## src/rtl/seg7_pkg.sv

```systemverilog
// Shared types and constants for the multi-digit 7-segment driver.
package seg7_pkg;

  typedef enum logic [1:0] {
    ST_IDLE,
    ST_CONVERT,
    ST_UPDATE
  } state_e;

  localparam logic [6:0] SEG_BLANK = 7'h7F;
  localparam logic [6:0] SEG_DASH  = 7'h3F;

  // Smallest r with 2**r >= n.
  function automatic int unsigned clog2(input int unsigned n);
    int unsigned r;
    int unsigned v;
    r = 0;
    v = 1;
    while (v < n) begin
      v = v << 1;
      r = r + 1;
    end
    return r;
  endfunction

endpackage

```

## src/rtl/seg7_glyph.sv

```systemverilog
// Nibble to active-low 7-segment pattern; dash overrides blank.
module seg7_glyph
  import seg7_pkg::*;
(
  input  logic [3:0] nibble,
  input  logic       blank,
  input  logic       dash,
  output logic [6:0] seg_n
);

  always_comb begin
    seg_n = SEG_BLANK;
    if (dash) begin
      seg_n = SEG_DASH;
    end else if (blank) begin
      seg_n = SEG_BLANK;
    end else begin
      unique case (nibble)
        4'h0: seg_n = 7'h40;
        4'h1: seg_n = 7'h79;
        4'h2: seg_n = 7'h24;
        4'h3: seg_n = 7'h30;
        4'h4: seg_n = 7'h19;
        4'h5: seg_n = 7'h12;
        4'h6: seg_n = 7'h02;
        4'h7: seg_n = 7'h78;
        4'h8: seg_n = 7'h00;
        4'h9: seg_n = 7'h10;
        4'hA: seg_n = 7'h08;
        4'hB: seg_n = 7'h03;
        4'hC: seg_n = 7'h46;
        4'hD: seg_n = 7'h21;
        4'hE: seg_n = 7'h06;
        4'hF: seg_n = 7'h0E;
        default: seg_n = SEG_BLANK;
      endcase
    end
  end

endmodule

```

## src/rtl/seg7_multi_display.sv

```systemverilog
// Multi-digit 7-segment driver: serial binary-to-BCD (shift-and-add-3) or hex
// pass-through, leading-zero blanking, overflow dashes, registered outputs.
module seg7_multi_display
  import seg7_pkg::*;
#(
  parameter int unsigned DIGITS  = 4,
  parameter int unsigned VALUE_W = 14
) (
  input  logic                  clk,
  input  logic                  reset,
  input  logic [VALUE_W-1:0]    value_in,
  input  logic                  load,
  input  logic                  hex_mode,
  input  logic                  blank_lz,
  output logic                  busy,
  output logic                  done,
  output logic                  overflow,
  output logic [7*DIGITS-1:0]   seg_n
);

  localparam int unsigned BCD_W = 4 * DIGITS;
  localparam int unsigned CNT_W = (clog2(VALUE_W) > 0) ? clog2(VALUE_W) : 1;
  localparam int unsigned EXT_W = (VALUE_W > BCD_W) ? VALUE_W : BCD_W;
  localparam logic [CNT_W-1:0] LAST_STEP = CNT_W'(VALUE_W - 1);

  state_e               state_q, state_d;
  logic [VALUE_W-1:0]   shift_q, shift_d;
  logic [BCD_W-1:0]     bcd_q, bcd_d;
  logic [CNT_W-1:0]     step_q, step_d;
  logic                 hex_q, hex_d;
  logic                 blz_q, blz_d;
  logic                 ovf_acc_q, ovf_acc_d;
  logic [7*DIGITS-1:0]  seg_q, seg_d;
  logic                 ovf_q, ovf_d;
  logic                 done_q, done_d;

  logic [BCD_W-1:0]     bcd_adj;
  logic [EXT_W-1:0]     ext;
  logic                 disp_ovf;
  logic [3:0]           nib [DIGITS];
  logic [DIGITS-1:0]    blank_vec;
  logic [7*DIGITS-1:0]  glyph_seg;

  always_comb begin
    bcd_adj = bcd_q;
    for (int unsigned i = 0; i < DIGITS; i++) begin
      if (bcd_q[4*i +: 4] >= 4'd5) begin
        bcd_adj[4*i +: 4] = bcd_q[4*i +: 4] + 4'd3;
      end
    end
  end

  // Hex path keeps the captured value untouched in shift_q.
  always_comb begin
    logic lead_zero;
    ext       = EXT_W'(shift_q);
    disp_ovf  = hex_q ? (|(ext >> BCD_W)) : ovf_acc_q;
    lead_zero = 1'b1;
    blank_vec = '0;
    for (int unsigned k = 0; k < DIGITS; k++) begin
      nib[k] = hex_q ? ext[4*k +: 4] : bcd_q[4*k +: 4];
    end
    for (int unsigned j = 0; j < DIGITS; j++) begin
      lead_zero                 = lead_zero & (nib[DIGITS-1-j] == 4'd0);
      blank_vec[DIGITS-1-j]     = blz_q & lead_zero & ((DIGITS - 1 - j) != 0);
    end
  end

  for (genvar g = 0; g < DIGITS; g++) begin : g_digit
    seg7_glyph u_glyph (
      .nibble (nib[g]),
      .blank  (blank_vec[g]),
      .dash   (disp_ovf),
      .seg_n  (glyph_seg[7*g +: 7])
    );
  end

  always_comb begin
    state_d   = state_q;
    shift_d   = shift_q;
    bcd_d     = bcd_q;
    step_d    = step_q;
    hex_d     = hex_q;
    blz_d     = blz_q;
    ovf_acc_d = ovf_acc_q;
    seg_d     = seg_q;
    ovf_d     = ovf_q;
    done_d    = 1'b0;
    unique case (state_q)
      ST_IDLE: begin
        if (load) begin
          shift_d   = value_in;
          hex_d     = hex_mode;
          blz_d     = blank_lz;
          bcd_d     = '0;
          step_d    = '0;
          ovf_acc_d = 1'b0;
          state_d   = hex_mode ? ST_UPDATE : ST_CONVERT;
        end
      end
      ST_CONVERT: begin
        bcd_d     = {bcd_adj[BCD_W-2:0], shift_q[VALUE_W-1]};
        ovf_acc_d = ovf_acc_q | bcd_adj[BCD_W-1];
        shift_d   = shift_q << 1;
        step_d    = step_q + CNT_W'(1);
        if (step_q == LAST_STEP) begin
          state_d = ST_UPDATE;
        end
      end
      ST_UPDATE: begin
        seg_d   = glyph_seg;
        ovf_d   = disp_ovf;
        done_d  = 1'b1;
        state_d = ST_IDLE;
      end
      default: state_d = ST_IDLE;
    endcase
  end

  always_ff @(posedge clk) begin
    if (reset) begin
      state_q   <= ST_IDLE;
      shift_q   <= '0;
      bcd_q     <= '0;
      step_q    <= '0;
      hex_q     <= 1'b0;
      blz_q     <= 1'b0;
      ovf_acc_q <= 1'b0;
      seg_q     <= '1;
      ovf_q     <= 1'b0;
      done_q    <= 1'b0;
    end else begin
      state_q   <= state_d;
      shift_q   <= shift_d;
      bcd_q     <= bcd_d;
      step_q    <= step_d;
      hex_q     <= hex_d;
      blz_q     <= blz_d;
      ovf_acc_q <= ovf_acc_d;
      seg_q     <= seg_d;
      ovf_q     <= ovf_d;
      done_q    <= done_d;
    end
  end

  assign busy     = (state_q != ST_IDLE);
  assign done     = done_q;
  assign overflow = ovf_q;
  assign seg_n    = seg_q;

endmodule
```

## config.mk

```make
export PLATFORM = sky130hd
export DESIGN_NAME = seg7_multi_display
export DESIGN_NICKNAME = d
export VERILOG_FILES = /design/src/rtl/seg7_pkg.sv /design/src/rtl/seg7_glyph.sv /design/src/rtl/seg7_multi_display.sv
export SDC_FILE = /design/constraint.sdc
export NUM_CORES = 1
export LEC_CHECK = 0
export ABC_CLOCK_PERIOD_IN_PS = 4800
export CAP_MARGIN = 10
export CELL_PAD_IN_SITES_DETAIL_PLACEMENT = 1
export CELL_PAD_IN_SITES_GLOBAL_PLACEMENT = 1
export CORE_ASPECT_RATIO = 1.75
export CORE_MARGIN = 2
export CORE_UTILIZATION = 25
export CTS_CLUSTER_DIAMETER = 30
export DETAILED_ROUTE_END_ITERATION = 12
export PLACE_DENSITY_LB_ADDON = 0.12
export SETUP_SLACK_MARGIN = 0.5
export SKIP_CTS_REPAIR_TIMING = 1
export SLEW_MARGIN = 20
export SYNTH_ARGS = -nofsm -noshare
export SYNTH_HDL_FRONTEND = slang
export SYNTH_HIERARCHICAL = 1
export SYNTH_SLANG_ARGS = --single-unit
export TNS_END_PERCENT = 5
```

## constraint.sdc

```tcl
create_clock -name clk -period 4.8 [get_ports clk]
set_clock_uncertainty 0.2 [all_clocks]
set_input_delay 1.44 -clock clk [delete_from_list [all_inputs] [get_ports clk]]
set_output_delay 1.44 -clock clk [all_outputs]
set_load 0.02 [all_outputs]
```

* Word-level counts from Yosys, hierarchy flattened
Memory sizes are Yosys's and may differ from the RTL's. Cells that the tools add are included.
Cells by class: add/subtract/negate cells 5, multipliers 0, div/mod/pow operators 0, magnitude comparators 4, eq/ne operators 5, shifts and indexed selects 0, multiplexer cells 29, bitwise operators 6, reduce and logical (&&, ||, !) cells 9
Operators with widths (count):
- $mux W7 | 7
- $mux W4 | 9
- $pmux W16 S2 | 1
- $pmux W14 S2 | 1
- $add A4 B2 Y4 const B | 4
- $ge A4 B3 Y1 const B | 4
- $mux W16 | 1
- $mux W14 | 1
- $logic_not A4 Y1 | 3
- $pmux W4 S2 | 1
- $mux W2 | 3
- $reduce_and A2 Y1 | 3
- $and A1 B1 Y1 | 5
- $add A4 B1 Y4 const B | 1
- $eq A4 B4 Y1 const B | 1
- $ne A2 B2 Y1 const B | 2
- $pmux W2 S2 | 1
- $reduce_bool A2 Y1 | 2
- $mux W1 | 3
- $eq A2 B1 Y1 const B | 1
- $eq A2 B2 Y1 const B | 1
- $logic_not A2 Y1 | 1
- $pmux W1 S2 | 1
- $or A1 B1 Y1 | 1
Word-level totals: bits in registers 69, latch bits 0, memory bits (writable) 0, bits in read-only memories 448, input bits 19, output and inout port bits 31, word-level logic and storage cells 72, memories kept 4
Memory list:
- (name not given) | depth 16, bits a word 7, rd ports 1, clocked after Yosys merged registers in 0, write ports 0, RTL line seg7_glyph.sv:18 | unique case (nibble)
- (name not given) | depth 16, bits a word 7, rd ports 1, clocked after Yosys merged registers in 0, write ports 0, RTL line seg7_glyph.sv:18
- (name not given) | depth 16, bits a word 7, rd ports 1, clocked after Yosys merged registers in 0, write ports 0, RTL line seg7_glyph.sv:18
- (name not given) | depth 16, bits a word 7, rd ports 1, clocked after Yosys merged registers in 0, write ports 0, RTL line seg7_glyph.sv:18

* Depth between registers and ports, before layout
Gate-level depths: netlist (run 1).
depth after elaboration 7, mapped depth 11, depth with buffers taken out 9

* By module
The synthesis (run 1) kept the hierarchy.
By module, submodules not included:
- seg7_multi_display | times used 1, cells an instance 394, area an instance 3394.5 µm², sequential area each 1381.3 µm²
- seg7_glyph (g_digit[0].u_glyph ...) | times used 2, cells an instance 39, area an instance 292.8 µm², sequential area each 0.0 µm²
- seg7_glyph (g_digit[1].u_glyph) | times used 1, cells an instance 42, area an instance 336.6 µm², sequential area each 0.0 µm²
- seg7_glyph (g_digit[2].u_glyph) | times used 1, cells an instance 42, area an instance 335.3 µm², sequential area each 0.0 µm²

* Worst setup path after synthesis (run 1)
No wires, ideal clock.
path type register -> output, start point register state_q[1], end point output busy, data arrival time 1.001 ns, data required time 3.160 ns, path slack 2.159 ns, cell stages (with the launch flop) 4, path buffers 2, cell sequence dfxtp_1 buf_2 buf_2 or2_2
On the way: cells in the longest elaborated chain, start to end 1
Ends and longest elaborated chain:
- start: declaration | RTL line seg7_multi_display.sv:26 | state_e state_q, state_d;
- start signal: assignment | RTL line seg7_multi_display.sv:133 | state_q <= state_d;
- $reduce_bool A2 Y1 | RTL line seg7_multi_display.sv:146 | assign busy = (state_q != ST_IDLE);
- end: declaration | RTL line seg7_multi_display.sv:15 | output logic busy,
No other way between the ends.

* Worst setup path after layout (run 1)
Same ends and word-level chain as after synthesis.

==> run metrics, run 1 <==
met3 Use GR 0.0191; top-area cell type share of the netlist area 0.297; IO Pins 50; post-synth top area cell dfxtp_1; vias in the first global route between 4,000 and 5,000; status completed; final WL 13.4 mm; Internal roughly 0.0012 W; Crit Path Max Fanout 24; diodes inserted 0; core footprint 18,400 µm²; Finish-stage setup viols 0; first-pass GRT wire length 22.1 mm; total power divided by cell area 299 nW/µm²; Max Cap Viol 0; largest family of logic cells by synthesized area simple AND/OR/NAND/NOR gates; Initial Util 0.253; GRT Util Overall 0.144; worst hold path type flop to flop; Sequential Power Share 0.383; HPWL Detailed approximately 10 mm; post-synthesis adder-cell area fraction 0.102; Logic pwr share 0.171; Post-synth ARST share 0; initial antenna violation count 0; Compound-Gate Fraction of Synth Area 0.212; M2 GR Usage 0.279; Worst-path clk slew roughly 0.060 ns; largest net degree at the start of global routing between 50 and 60; RSZ-0062 raised after global routing false; GRT overflow 0; Sink Count 69; Final Hold Vio Count 0; TritonCTS clock tree yes; drt wl/cell 16.1 µm; via count 4,088; critical path class flop to output port; Max Fclk 268 MHz; fin. max-slew vios 0; Post-Synth Simple-Gate Area 0.222; Area Growth Syn to Fin 21.0%; IO Port Bufs 49; row cnt 66; nets 647; switching share of power 0.287; Clk Tree Root Cell clkbuf_16; Post-Syn Area around 4700 µm²; Mapped Cells between 500 and 600; chip width 107 µm; Startpoint Class flop; Max clock buf depth 2; Crit. End Element output port; clock power share 0.446; Antenna Violating Nets Remaining 0; syn avg cell area 8.37 µm²; GR Layer Usage met1 0.151; clock latency on the worst-skew pair 0.35 ns; top post-synthesis cells by area dfxtp_1 (30%), ha_1 (10%), mux2i_1 (7.7%); final instance area 5630 µm²; DRC Markers 0; Tcrit/Tclk final 0.778; Final min period between 3 and 4 ns; count of cell types in the netlist 65; H-tree depth 3; Placement Cell Area between 5000 and 6000 µm²; sequential area share after synthesis 0.297; Post-Synth XOR/XNOR Area 0.00565; #FFs+latches synth 69; Sw Pwr 0.000484 W; busiest grt layer met2; layout cells sized above 1 0.0958; prevailing post-synth register cell dfxtp_1; initial drt markers 77; maximum vdd drop 140 µV; DRT Pass-1 Iters 5; die area 19,800 µm²; relative slew slack 0.289; number of vias per cell 4.91; WP data required 3.16 ns; chip height 184 µm; Post-synth EDFFs 0; Arr. time, crit path 2.10 ns; Inserted Clock Buffers 9; Yosys warning count 6; routability congestion estimate 0.773; multiplexer share of the synthesized area 0.0855; Worst Max-Slew Pin Slew 1.07 ns; TNS Setup 0 ns; flop-to-flop setup slack 1.53 ns; leakage between 2 and 2.5 nW
## area by class of cell
cell class                      instances  area, µm²
Fill cell                            2128      12800
Multi-Input combinational cell        421       2940
Sequential cell                        69       1380
Timing Repair Buffer                   61        581
Tap cell                              238        298
Clock buffer                            9        225
Inverter                               28        105
Clock inverter                          7        104
## kinds of logic (layout without fill, tap and decap cells)
| kind of cell | Yosys count | count (layout) |
|---|---|---|
| DFF | 69 | 69 |
| muxes | 39 | 39 |
| xor gates and xnor gates | 3 | 3 |
| AOI/OAI and AO/OA | 134 | 134 |
| and+or+nand+nor | 205 | 205 |
| other | 1 | 2 |
| adders and majority gates | 38 | 38 |
| buffers and inverters | 67 | 105 |
## Yosys cell counts, types with 3 or more instances
master / count
nand2_1: 77
dfxtp_1: 69
ha_1: 38
mux2i_1: 36
nor2_1: 34
inv_1: 25
nand3_1: 21
nor2b_1: 21
o21ai_0: 21
a21oi_1: 19
o211ai_1: 18
o21ai_1: 15
clkbuf_1: 13
nand2b_1: 12
buf_2: 10
buf_4: 10
o2111ai_1: 8
nand3b_1: 7
o221a_2: 7
o21a_1: 6
and2_1: 5
nor4_1: 5
a211oi_2: 4
a311oi_1: 4
nor4b_1: 4
o311ai_1: 4
a211oi_1: 3
buf_6: 3
inv_2: 3
nor3_1: 3
o41ai_1: 3
xnor2_1: 3
## registers in the layout, summed over array words and instances (netlist names), 2 cells and up
register,flops
state_q,2
bcd_q,16
shift_q,14
step_q,4
seg_n,28
## final timing paths
kind | start | depth (start not counted) | to
setup / recovery | state_q[1]$_SDFFE_PP0P_ | 2 | busy
setup reg to reg | hex_q$_SDFFE_PP0P_ | 9 | seg_n[6]$_SDFFE_PP1P_
hold reg to reg | seg_n[16]$_SDFFE_PP1P_ | 2 | seg_n[16]$_SDFFE_PP1P_
hold / removal | seg_n[16]$_SDFFE_PP1P_ | 2 | seg_n[16]$_SDFFE_PP1P_
## layer usage
layer,vias to the layer above,part of all wire
met5,-,0
met4,0,0.022
met3,17,0.018
met2,47,0.56
met1,1996,0.40
li1,2028,-
## metrics by stage
| stage | util | worst slack (ns) | cells | total power (W) | hold slack, ns |
|---|---|---|---|---|---|
| finish | 0.306 | 1.06 | 833 | 0.00168 | 0.268 |
| global route | 0.306 | 0.948 | 833 | 0.00177 | 0.309 |
| CTS | 0.306 | 1.04 | 833 | 0.00171 | 0.277 |
| detailed placement | 0.288 | 1.39 | 817 | 0.000952 | 0.263 |
| global placement | 0.288 | 1.39 | 817 | 0.000947 | 0.258 |
| floorplan | - | 2.16 | 557 | 0.000846 | 0.255 |
## power by group through the flow
stage          logic [W]  clock network, W  registers, W
2_1_floorplan   0.000185                 0      0.000660
3_3_place_gp    0.000288                 0      0.000658
3_5_place_dp    0.000293                 0      0.000660
4_1_cts         0.000293          0.000773      0.000647
5_1_grt         0.000321          0.000800      0.000652
6_report        0.000288          0.000751      0.000645
## placed cells by master (no fill, tap or decap), drive strengths merged, types with 4 or more instances in the layout
cell            n
a211oi          7
a21oi          20
a311oi          6
and2            6
buf            12
clkbuf          9
clkdlybuf4s50  49
dfxtp          69
ha             38
inv            31
mux2i          36
nand2          77
nand2b         13
nand3          21
nand3b          7
nor2           35
nor2b          21
nor3b           4
nor4            5
nor4b           4
o2111ai         8
o211ai         19
o21a            6
o21ai          36
o221a           7
o311ai          4
## critical path, cell delays in order, from the launching register on
cell and delay (ns):
dfxtp_1 0.92, or2_2 0.23, clkdlybuf4s50_1 0.60
Note: power is estimated with default switching activity, not from simulation.
==> run 2: changes to the inputs <==
--- a/config.mk
+++ b/config.mk
@@ -5,7 +5,7 @@
 export SDC_FILE = /design/constraint.sdc
 export NUM_CORES = 1
 export LEC_CHECK = 0
-export ABC_CLOCK_PERIOD_IN_PS = 4800
+export ABC_CLOCK_PERIOD_IN_PS = 3100
 export CAP_MARGIN = 10
 export CELL_PAD_IN_SITES_DETAIL_PLACEMENT = 1
 export CELL_PAD_IN_SITES_GLOBAL_PLACEMENT = 1
==> constraint.sdc (replaced) <==
create_clock -name clk -period 3.1 [get_ports clk]
set_clock_uncertainty 0.2 [all_clocks]
set_input_delay 0.93 -clock clk [delete_from_list [all_inputs] [get_ports clk]]
set_output_delay 0.93 -clock clk [all_outputs]
set_load 0.02 [all_outputs]
==> run 2 against run 1 <==
Sequential power up 53%. First-iteration DRC count up 57%. Worst hold slack better by 0.0046 ns. Routed wire length up 2.9%. Cell area up 1.6%. Clock power up 45%. Global-route usage up 0.42 points. Count of clock-buffer cells in the layout unchanged.
==> run metrics, run 2 (same netlist as run 1, synthesis figures left out) <==
Finish-stage setup viols 0; Final min period ~2.6 ns; Area Growth Syn to Fin 22.9%; chip height ~180 µm; Arr. time, crit path 1.49 ns; nets 660; initial antenna violation count 0; via count 4,131; final WL 13.8 mm; core footprint approximately 18,000 µm²; Worst-path clk slew 0.07 ns; Startpoint Class flop; IO Port Bufs a little under 50; Max clock buf depth 2; H-tree depth 3; GRT Util Overall 0.148; Sink Count 69; commonest cells after routing, fill and taps aside nand2_1 (77), dfxtp_1 (69), clkdlybuf4s50_1 (49); HPWL Detailed 10.2 mm; layout cells sized above 1 0.117; Final Hold Vio Count 0; IO Pins 50; row cnt 66; TritonCTS clock tree yes; chip width 107 µm; die area between 15,000 and 20,000 µm²; largest net degree at the start of global routing 33; initial drt markers ~120; total power divided by cell area ~450 nW/µm²; vias in the first global route 4,406; RSZ-0062 raised after global routing true; diodes inserted 0; Inserted Clock Buffers 9; routability congestion estimate 0.769; WP data required 1.97 ns; max reg flops 28; Max Cap Viol 0; GRT overflow 0; Max Fclk between 300 and 400 MHz; Initial Util 0.253; final core utilization 0.311; TNS Setup 0 ns; Clk Tree Root Cell clkbuf_16; maximum vdd drop 205 µV; Tcrit/Tclk final 0.846; WHS about 0.27 ns; relative slew slack 0.456; DRT Pass-1 Iters 4; status completed; first-pass GRT wire length 22.8 mm; drt wl/cell 16.4 µm; critical path class flop to output port; Crit. End Element output port; most common cell after layout, fill and taps aside nand2_1; leakage 2.06 nW; number of vias per cell 4.88; Worst Max-Slew Pin Slew slightly above 0.8 ns; Placed Cells a little over 800; DRC Markers 0; worst hold path type flop to flop; Crit Path Max Fanout 2; clock latency on the worst-skew pair roughly 0.35 ns; Antenna Violating Nets Remaining 0; fin. max-slew vios 0; non-filler instance count after layout 846
[run 2: changes by cell type in the layout (fill, tap and decap cells not counted), sizes merged]
cell      delta
buf         +13
bufinv       -1
clkinv       -1
clkinvlp     +2
[run 2: report_power, final]
group	switching, W	total (W)	internal, W
registers	0.0000460	0.000986	0.000940
clock network	0.000458	0.00109	0.000633
logic	0.000263	0.000477	0.000214
[run 2: routing by layer]
layer,vias to the layer above,track usage,wire [µm]
met3,17,0.0315,317
met1,2012,0.152,5530
met5,-,0,0
met2,56,0.283,7650
li1,2046,-,-
met4,0,0.0634,335
[run 2: final cells by class]
cell class              count  area (µm²)
inverters                  28         105
flip-flops and latches     69        1380
clock inverters             7        80.1
fillers                  2168       12700
well taps                 238         298
multi-input cells         421        2940
clock buffers               9         225
repair buffers             74         691
[run 2: final timing paths]
check / startpoint / end / slack [ns] / cells after the start
setup / recovery: state_q[0]$_SDFFE_PP0P_ / busy / 0.48 / 2
hold / removal: seg_n[20]$_SDFFE_PP1P_ / seg_n[20]$_SDFFE_PP1P_ / 0.27 / 2
hold reg to reg: seg_n[20]$_SDFFE_PP1P_ / seg_n[20]$_SDFFE_PP1P_ / 0.27 / 2
setup reg to reg: hex_q$_SDFFE_PP0P_ / seg_n[6]$_SDFFE_PP1P_ / 0.56 / 9
[run 2: per-stage QoR]
stage | power [W] | setup slack, ns | cell area (µm²)
6_report | 0.00255 | 0.476 | 5720
5_1_grt | 0.00270 | 0.353 | 5720
4_1_cts | 0.00261 | 0.270 | 5720
3_5_place_dp | 0.00149 | 0.303 | 5410
3_3_place_gp | 0.00148 | 0.480 | 5410
2_1_floorplan | 0.00131 | 0.599 | 4660
[run 2: worst max-delay path: stages, from the launching register on]
cell and delay (ns):
dfxtp_1 0.31, or2_2 0.29, clkdlybuf4s50_1 0.55
==> RTL edit (settings of run 2) <==
Reset style: asynchronous (`reset`), changed in one clocked block.
--- a/src/rtl/seg7_multi_display.sv
+++ b/src/rtl/seg7_multi_display.sv
@@ -118,5 +118,5 @@
   end
 
-  always_ff @(posedge clk) begin
+  always_ff @(posedge clk or posedge reset) begin
     if (reset) begin
       state_q   <= ST_IDLE;
Check against the original RTL: differs if reset is asserted again (counterexample within 4 cycles, from zero or initial values and one cycle with reset high); with reset held inactive, the same outputs for 10 cycles.
==> RTL edit against run 2 <==
- area after synthesis rose by 1.4%
- core utilization rose by 0.42 points
- via count fell by 12%
- final area rose by 2.3%
- worst setup slack improved by 0.026 ns
- non-clock buffer count fell by 1
- critical path depth fell by 1
- routed wire length fell by 9.5%
- sequential cell count did not move
- critical path type unchanged
- largest cell class unchanged
Power is not compared: it rests on default switching activity, and its combinational part moved more than twofold at a synthesized area within 25%.
==> RTL edit: results (changes against run 2) <==
- Status: completed (unchanged)
- Reg2reg setup slack: 0.64 ns (was 0.56 ns)
- Hold Path End: ovf_acc_q (was seg_n[20])
- Cells on Worst Hold Path: 2 (unchanged)
- Async SR Flop Fraction: 100.0% (was 0%)
- Vias in the first global route: 3945 (was 4406)
- Worst path max stage delay: 0.60 ns (was 0.55 ns)
- First-pass GRT wire length: 20900 um (was 22830 um)
- Slew @ Worst Pin: 0.8089 ns (was 0.8103 ns)
- Sw Pwr: 0.002868 W
- Sequential area share after synthesis: 37.36% (was 29.69%)
- R2R Path End: seg_n[6] (unchanged)
- Ratio of cells with drive above 1 in the final layout: 23.90% (was 11.68%)
- Static leakage: 2.420 nW
- Total CTS buffers: 9 (unchanged)
- Largest register FFs: 28 (unchanged)
- Most used flip-flop cell after synthesis: dfrtp_1 (was dfxtp_1)
- Worst setup startpoint: seg_n[0] (was state_q[0])
- Peak VDD IR: 0.0003479 V
- GRT Total Usage: 13.44% (was 14.85%)
- Final setup fails: 0 (unchanged)
- Longest Clk Path Bufs: 2 (unchanged)
- Clock transition at path regs: 0.06 ns
- # port buffers: 49 (unchanged)
- Critical path arrival: 1.47 ns (was 1.49 ns)
- DRT Wirelength: 12530 um (was 13840 um)
- Worst reg-to-reg path cell count: 8 (was 9)
- Commonest cells in the netlist: 47 x nand2_1, 44 x nor2_1, 41 x dfrtp_1 (was 77 x nand2_1, 69 x dfxtp_1, 38 x ha_1)
- Initial antenna violation count: 0 (unchanged)
- Crit path launch type: flop (unchanged)
- Hold Path Origin: ovf_acc_q (was seg_n[20])
- H-tree levels: 3 (unchanged)
- Final HPWL DP: 9341 um (was 10240 um)
- Initial DRC count: 105 (was 121)
- Filler cell count: 2116 (was 2168)
- Reg-to-Reg Start: hex_q (unchanged)
- Final nets: 596 (was 660)
- CTS root buffer: clkbuf_16 (unchanged)
- Kind of cell adding the most delay to the critical path: buffers and inverters (unchanged)
- RD Place Congestion: 0.7252 (was 0.7692)
- Top cells by area, synth: dfrtp_1 22%, dfstp_2 16%, ha_1 10%, mux2_2 8.1%, nand2_1 3.7% (was dfxtp_1 30%, ha_1 10%, mux2i_1 7.7%, nand2_1 6.2%, o211ai_1 2.9%)
- Vias: 3649 (was 4131)
- Largest net degree at the start of global routing: 55 (was 33)
- DRC: 0 (unchanged)
- CP max FO: 2 (unchanged)
- Yosys cell types: 64 (was 65)
- DR pass1 iterations: 4 (unchanged)
==> RTL edit: worst max-delay path by stage <==
stage | end | slack [ns]
floorplan | seg_n[6] | 0.43
global placement | shift_q[9] | 0.45
detailed placement | shift_q[9] | 0.43
CTS | busy | 0.40
global route | seg_n[2] | 0.46
finish | seg_n[0] | 0.50
==> RTL edit: through the flow <==
step           std cells  setup slack (ns)  cell area (um^2)  hold WS (ns)
2_1_floorplan        483            0.4306              4723        0.2402
3_3_place_gp         766            0.4519              5474        0.2675
5_1_grt              782            0.4554              5849        0.3310
3_5_place_dp         766            0.4278              5474        0.2689
6_report             782            0.5017              5849        0.2764
4_1_cts              782            0.3988              5847        0.2832
==> RTL edit: metal layers <==
| metal | track usage (%) | wire length [um] |
|---|---|---|
| met4 | 4.462 | 192 |
| met2 | 24.70 | 6756 |
| met5 | 0 | 0 |
| met1 | 15.64 | 5349 |
| met3 | 2.136 | 231 |
==> RTL edit: layout make-up <==
class / instances / area, um^2 / area share [%]
Multi-Input combinational cell: 366 / 2653 / 45.35
Sequential cell: 69 / 1762 / 30.12
Timing Repair Buffer: 73 / 685.7 / 11.72
Tap cell: 238 / 297.8 / 5.091
Clock buffer: 10 / 239.0 / 4.086
Clock inverter: 6 / 133.9 / 2.289
Inverter: 20 / 78.83 / 1.348
==> RTL edit: cells by family (layout without fill, tap and decap cells) <==
kind of cell	count (synthesis)	after routing	synth area share, %
xor gates and xnor gates	6	6	1.114
buffers and inverters	48	109	6.527
adders and majority gates	38	38	10.08
DFF	69	69	37.36
muxes	45	45	10.75
and+or+nand+nor	161	161	16.95
other	1	2	0.07952
AOI/OAI and AO/OA	114	114	17.14
==> RTL edit: worst register-to-register path, delay by kind of cell (launching register included) <==
family / cells / cell delay (ns)
compound gates: 2 / 0.59
fa+ha+maj: 1 / 0.23
buf+inv: 2 / 0.31
flops: 1 / 0.39
mux: 2 / 0.60
simple gates: 1 / 0.08
==> RTL edit: power groups by stage <==
| stage | Combinational, W | Clock [W] | Sequential (W) |
|---|---|---|---|
| 3_5_place_dp | 0.00391 | 0 | 0.00178 |
| 3_3_place_gp | 0.00384 | 0 | 0.00176 |
| 6_report | 0.00385 | 0.00131 | 0.00175 |
| 5_1_grt | 0.00432 | 0.00138 | 0.00182 |
| 2_1_floorplan | 0.00262 | 0 | 0.00190 |
| 4_1_cts | 0.00393 | 0.00136 | 0.00176 |
